## config.mk

```make
export PLATFORM = sky130hd
export DESIGN_NAME = inst_fetch_unit
export DESIGN_NICKNAME = d
export VERILOG_FILES = /design/src/rtl/inst_fetch_unit.sv
export SDC_FILE = /design/constraint.sdc
export NUM_CORES = 1
export LEC_CHECK = 0
export ABC_AREA = 0
export ABC_CLOCK_PERIOD_IN_PS = 3400
export CORE_MARGIN = 1
export CORE_UTILIZATION = 47
export DETAILED_ROUTE_END_ITERATION = 16
export PLACE_DENSITY = 0.86
export SLEW_MARGIN = 5
export SYNTH_ARGS = -nofsm -noshare
export SYNTH_HDL_FRONTEND = slang
export SYNTH_SLANG_ARGS = --single-unit
export TNS_END_PERCENT = 1
```

## constraint.sdc

```tcl
create_clock -name clk -period 3.4 [get_ports clk]
set_input_delay 0.85 -clock clk [delete_from_list [all_inputs] [get_ports clk]]
set_output_delay 0.85 -clock clk [all_outputs]
set_load 0.05 [all_outputs]
```

## src/rtl/inst_fetch_unit.sv

```systemverilog
// Fetch stage: owns the PC, addresses the combinational instruction ROM and registers
// the returned word with its PC into the IF/ID register. It halts on an all-zero word.
module inst_fetch_unit #(
    parameter int ADDR_W   = 8,
    parameter int INST_W   = 32,
    parameter int RESET_PC = 0,
    parameter int CNT_W    = 16
) (
    input  logic              clk,
    input  logic              reset,
    input  logic              stall,
    input  logic              redirect,
    input  logic [ADDR_W-1:0] redirect_target,
    output logic [ADDR_W-1:0] imem_addr,
    input  logic [INST_W-1:0] imem_inst,
    output logic              if_valid,
    output logic [INST_W-1:0] if_inst,
    output logic [ADDR_W-1:0] if_pc,
    output logic [ADDR_W-1:0] if_pc_plus4,
    output logic              halted,
    output logic [CNT_W-1:0]  fetch_count
);

    typedef enum logic {
        ST_RUN  = 1'b0,
        ST_HALT = 1'b1
    } state_t;

    localparam logic [ADDR_W-1:0] PC_RST = ADDR_W'(RESET_PC) & ~ADDR_W'(3);
    localparam logic [ADDR_W-1:0] PC_INC = ADDR_W'(4);

    state_t            state_q, state_d;
    logic [ADDR_W-1:0] pc_q, pc_d;
    logic              if_valid_q, if_valid_d;
    logic [INST_W-1:0] if_inst_q, if_inst_d;
    logic [ADDR_W-1:0] if_pc_q, if_pc_d;
    logic [ADDR_W-1:0] if_pc_plus4_q, if_pc_plus4_d;
    logic [CNT_W-1:0]  fetch_count_q, fetch_count_d;

    logic [ADDR_W-1:0] target_aligned;
    logic              inst_zero;
    logic              do_fetch;

    assign target_aligned = {redirect_target[ADDR_W-1:2], 2'b00};
    assign inst_zero      = (imem_inst == '0);
    assign do_fetch       = (state_q == ST_RUN) && !redirect && !stall && !inst_zero;

    always_ff @(posedge clk) begin
        if (reset) begin
            state_q       <= ST_RUN;
            pc_q          <= PC_RST;
            if_valid_q    <= 1'b0;
            if_inst_q     <= '0;
            if_pc_q       <= '0;
            if_pc_plus4_q <= '0;
            fetch_count_q <= '0;
        end else begin
            state_q       <= state_d;
            pc_q          <= pc_d;
            if_valid_q    <= if_valid_d;
            if_inst_q     <= if_inst_d;
            if_pc_q       <= if_pc_d;
            if_pc_plus4_q <= if_pc_plus4_d;
            fetch_count_q <= fetch_count_d;
        end
    end

    // Priority in RUN: redirect > stall > halt-detect > fetch; HALT leaves only on redirect.
    always_comb begin
        state_d = state_q;
        case (state_q)
            ST_RUN: begin
                if (!redirect && !stall && inst_zero) state_d = ST_HALT;
            end
            ST_HALT: begin
                if (redirect) state_d = ST_RUN;
            end
            default: state_d = ST_RUN;
        endcase
    end

    always_comb begin
        pc_d          = pc_q;
        if_valid_d    = if_valid_q;
        if_inst_d     = if_inst_q;
        if_pc_d       = if_pc_q;
        if_pc_plus4_d = if_pc_plus4_q;
        fetch_count_d = fetch_count_q;
        if (redirect) begin
            pc_d       = target_aligned;
            if_valid_d = 1'b0;
        end else if (state_q == ST_HALT) begin
            if_valid_d = 1'b0;
        end else if (stall) begin
            if_valid_d = if_valid_q;
        end else if (inst_zero) begin
            if_valid_d = 1'b0;
        end
        if (do_fetch) begin
            if_inst_d     = imem_inst;
            if_pc_d       = pc_q;
            if_pc_plus4_d = pc_q + PC_INC;
            if_valid_d    = 1'b1;
            pc_d          = pc_q + PC_INC;
            if (fetch_count_q != '1) fetch_count_d = fetch_count_q + 1'b1;
        end
    end

    always_comb begin
        imem_addr   = pc_q;
        if_valid    = if_valid_q;
        if_inst     = if_inst_q;
        if_pc       = if_pc_q;
        if_pc_plus4 = if_pc_plus4_q;
        fetch_count = fetch_count_q;
        halted      = (state_q == ST_HALT);
    end

endmodule

```

==> Flow_metrics.wiki <==
{| class="wikitable"
! Metric !! Value
|-
| Met2 wire length || 3770 µm
|-
| Hold_buf cts || 0
|-
| Overall power || 2.01 mW
|-
| Max Used Layer || met4
|-
| Final WL || 8000 µm
|-
| Total I/O pin count || 118
|-
| Num Clock Sinks || 68
|-
| Static Leak || 1.51 nW
|-
| Maximum operating frequency || 359 MHz
|-
| 1st-pass router iterations || 4
|-
| Sequential fraction of the synthesis area || 45.6%
|-
| Fraction of registers with async set or reset after synthesis || 0%
|-
| Most used flip-flop cell after synthesis || sky130_fd_sc_hd__dfxtp_1
|-
| DRC violations left || 0
|-
| Max Buffers Root-to-Sink || 2
|-
| Library cell with the highest instance count after synthesis || sky130_fd_sc_hd__nand2_1
|-
| Crit Path Category || input port to flip-flop
|-
| Number of buffers added for setup after CTS || 0
|-
| CTS clk-pin slew, worst paths || 0.07 ns
|-
| Data required, critical path || 3.65 ns
|-
| Number of cells on the worst hold path || 2
|-
| Crit Path Max Fanout || 40
|-
| Hold path endpoint || if_pc_plus4[3]$_SDFFE_PP0P_
|-
| Count of buffers inserted at the top-level ports || 109
|-
| Initial antenna violation count || 0
|-
| Main area contributors after synthesis || sky130_fd_sc_hd__dfxtp_1 46%, sky130_fd_sc_hd__nand2_1 11%, sky130_fd_sc_hd__a21oi_1 8.9%
|-
| Total grt overflow || 0
|-
| Post-Layout Cell Count || 542
|-
| Startpoint Class || input port
|-
| Mapped Cells || 357
|-
| Worst flop-to-flop path startpoint || fetch_count[0]$_SDFFE_PP0P_
|-
| Post-DP HPWL || 5460 µm
|-
| Status || complete, no violations
|-
| Post-CTS sizing || 0
|-
| Pins Over Slew Limit || 0
|-
| Clock period minus final worst setup slack || 2.79 ns
|-
| H-Tree Level Count || 3
|-
| Ratio of total power to cell area || 461 nW/µm²
|-
| Top cells by instance count after synthesis || 89 x sky130_fd_sc_hd__nand2_1, 68 x sky130_fd_sc_hd__dfxtp_1, 53 x sky130_fd_sc_hd__a21oi_1
|-
| Slew HR || 52.6%
|-
| Root Buffer || sky130_fd_sc_hd__clkbuf_8
|-
| Number of buffers inserted during clock tree synthesis || 9
|-
| Post-detailed-placement cell area || 4110 µm²
|-
| Number of global-route vias before repair || 2578
|-
| Warnings, synthesis || 0
|-
| Kind of end point of the critical path || flip-flop
|-
| X dimension of the die || 81.7 µm
|-
| Vertical extent of the die || 81.7 µm
|-
| CTS tree || built
|-
| CP arrival || 3.04 ns
|-
| Post-synth top area share || 45.6%
|-
| Portion of the clock cycle consumed by the worst path in the final layout || 82.0%
|-
| Number of placed instances with taps included || 526
|-
| Number of violations of the max-capacitance limit || 0
|-
| Post-synthesis cell type with the largest combined area || sky130_fd_sc_hd__dfxtp_1
|-
| Unrepaired setup endpoints after global routing || no
|-
| Count of standard-cell rows || 28
|-
| Worst slew pin tran || 0.711 ns
|-
| Area growth from synthesis to final layout || 46.2%
|-
| Pin count of the biggest net entering global routing || 41
|-
| Number of nets still failing antenna checks after routing || 0
|-
| Type of the tightest min-delay check || flip-flop to flip-flop
|-
| Antenna diode instance count || 0
|-
| Routed metal-1 wire length || 3540 µm
|-
| Wire length per cell after detailed routing || 14.8 µm
|-
| First-pass GRT wire length || 12000 µm
|-
| Worst-case clock skew || 0.00669 ns
|-
| Met3 Wirelength || 479 µm
|-
| Final hold violation count || 0
|-
| Number of enable-type register cells in the synthesized netlist || 0
|-
| FF-to-FF End || fetch_count[5]$_SDFFE_PP0P_
|-
| Area of the core region || 6030 µm²
|-
| Synth cell types || 50
|-
| Synthesis-stage register bit count || 68
|-
| Total number of vias || 2991
|-
| Average cell area after synthesis || 8.36 µm²
|-
| Weighted congestion reported at the end of routability-driven placement || 0.821
|-
| Number of violations reported at the end of detailed-routing iteration 0 || 146
|-
| Endpoints failing setup || 0
|-
| Final sum of negative setup slack || 0 ns
|-
| Number of cells on the worst reg-to-reg path || 6
|-
| Synth Cell Area || 2980 µm²
|-
| Number of vias per cell after detailed routing || 5.52
|-
| Die area || 6670 µm²
|-
| Initial core utilization || 49.5%
|-
| Peak supply drop || 0.362 mV
|-
| Proportion of layout cells with a drive suffix above 1 || 8.57%
|-
| Design area || 4360 µm²
|-
| All-layer global routing usage || 23.9%
|-
| Skew-Pair Late Insertion Delay || 0.33 ns
|-
| Hold path startpoint || if_pc_plus4[3]$_SDFFE_PP0P_
|-
| Slack of the worst reg-to-reg path || 1.27 ns
|-
| Count of nets after finishing || 508
|}
-- layer usage --
metal / GRT usage (%) / vias up
li1: - / 1458
met1: 30.6 / 1393
met2: 38.1 / 120
met3: 4.56 / 20
met4: 12.6 / 0
met5: 0 / -
-- worst max path at each step --
stage | start | to | cells after the start | slack (ns)
after floorplan | fetch_count[1]$_SDFFE_PP0P_ | fetch_count[6]$_SDFFE_PP0P_ | 7 | 1.04
after global placement | imem_inst[14] | fetch_count[1]$_SDFFE_PP0P_ | 7 | 0.34
after detailed placement | imem_inst[14] | if_inst[22]$_SDFFE_PP0P_ | 7 | 0.26
after CTS | imem_inst[14] | if_inst[22]$_SDFFE_PP0P_ | 7 | 0.60
after global routing | imem_inst[14] | if_inst[22]$_SDFFE_PP0P_ | 7 | 0.48
final | imem_inst[14] | if_inst[22]$_SDFFE_PP0P_ | 7 | 0.61
-- worst max-delay path, stage by stage --
cell                              delay [ns]
sky130_fd_sc_hd__clkdlybuf4s50_1        0.43
sky130_fd_sc_hd__nor4_1                 0.43
sky130_fd_sc_hd__nand4_1                0.30
sky130_fd_sc_hd__o211ai_4               0.50
sky130_fd_sc_hd__buf_12                 0.26
sky130_fd_sc_hd__nand2_1                0.09
sky130_fd_sc_hd__a21oi_1                0.16
-- sequential cells by signal (all words and copies together), names as in the netlist --
signal       count
if_valid         1
if_pc            6
if_inst         32
fetch_count     16
imem_addr        6
halted           1
if_pc_plus4      6
-- cells in the final DEF, fill, tap and decap left out, types with 2 or more instances in the layout --
cell and count:
sky130_fd_sc_hd__inv_1 5, sky130_fd_sc_hd__o21ai_0 5, sky130_fd_sc_hd__a211oi_1 6, sky130_fd_sc_hd__dfxtp_1 68, sky130_fd_sc_hd__nand4_1 4, sky130_fd_sc_hd__conb_1 6, sky130_fd_sc_hd__nor2b_1 4, sky130_fd_sc_hd__and3_1 3
sky130_fd_sc_hd__nor2_1 13, sky130_fd_sc_hd__and4_1 3, sky130_fd_sc_hd__nand2b_1 2, sky130_fd_sc_hd__mux2_2 4, sky130_fd_sc_hd__or3_1 3, sky130_fd_sc_hd__clkdlybuf4s50_1 108, sky130_fd_sc_hd__nand2_1 89, sky130_fd_sc_hd__o31ai_1 7
sky130_fd_sc_hd__nor4b_1 2, sky130_fd_sc_hd__xor2_1 3, sky130_fd_sc_hd__ha_1 2, sky130_fd_sc_hd__buf_4 7, sky130_fd_sc_hd__nor3b_1 3, sky130_fd_sc_hd__clkbuf_8 10, sky130_fd_sc_hd__a311oi_1 3, sky130_fd_sc_hd__nand3_1 4
sky130_fd_sc_hd__xnor2_1 4, sky130_fd_sc_hd__a2111oi_0 2, sky130_fd_sc_hd__nor4_1 9, sky130_fd_sc_hd__bufinv_16 3, sky130_fd_sc_hd__a21oi_1 53, sky130_fd_sc_hd__or4_1 6, sky130_fd_sc_hd__or4_2 2
-- cell families (layout without fill, tap and decap cells) --
kind of cell / after synthesis / after routing / share of synthesized area, %
simple gates: 154 / 154 / 25.4
flops: 68 / 68 / 45.6
fa+ha+maj: 2 / 2 / 0.838
compound gates: 85 / 85 / 17.4
buf+inv: 34 / 139 / 6.25
xor+xnor: 7 / 7 / 2.05
mux: 6 / 6 / 2.35
other cells: 1 / 6 / 0.126
-- area by class of cell --
cell class | count | area, µm²
tap | 75 | 93.8
sequential | 68 | 1360
timing repair buffer | 117 | 1160
clock inverter | 6 | 111
multi-input combinational | 260 | 1480
inverter | 6 | 22.5
fill | 457 | 1660
clock buffer | 10 | 138
-- per-stage QoR --
stage	worst slack (ns)	hold WS, ns	util (%)
final	0.613	0.456	72.4
after global routing	0.479	0.470	72.4
after CTS	0.600	0.459	72.4
after detailed placement	0.260	0.449	68.3
after global placement	0.342	0.442	68.3
after floorplan	1.04	0.671	-
-- report_power, final --
| part | total [mW] | internal [mW] | switching, mW |
|---|---|---|---|
| combinational | 0.343 | 0.129 | 0.215 |
| clock | 0.818 | 0.507 | 0.310 |
| sequential | 0.851 | 0.827 | 0.0241 |
Note: power is estimated with default switching activity, not from simulation.
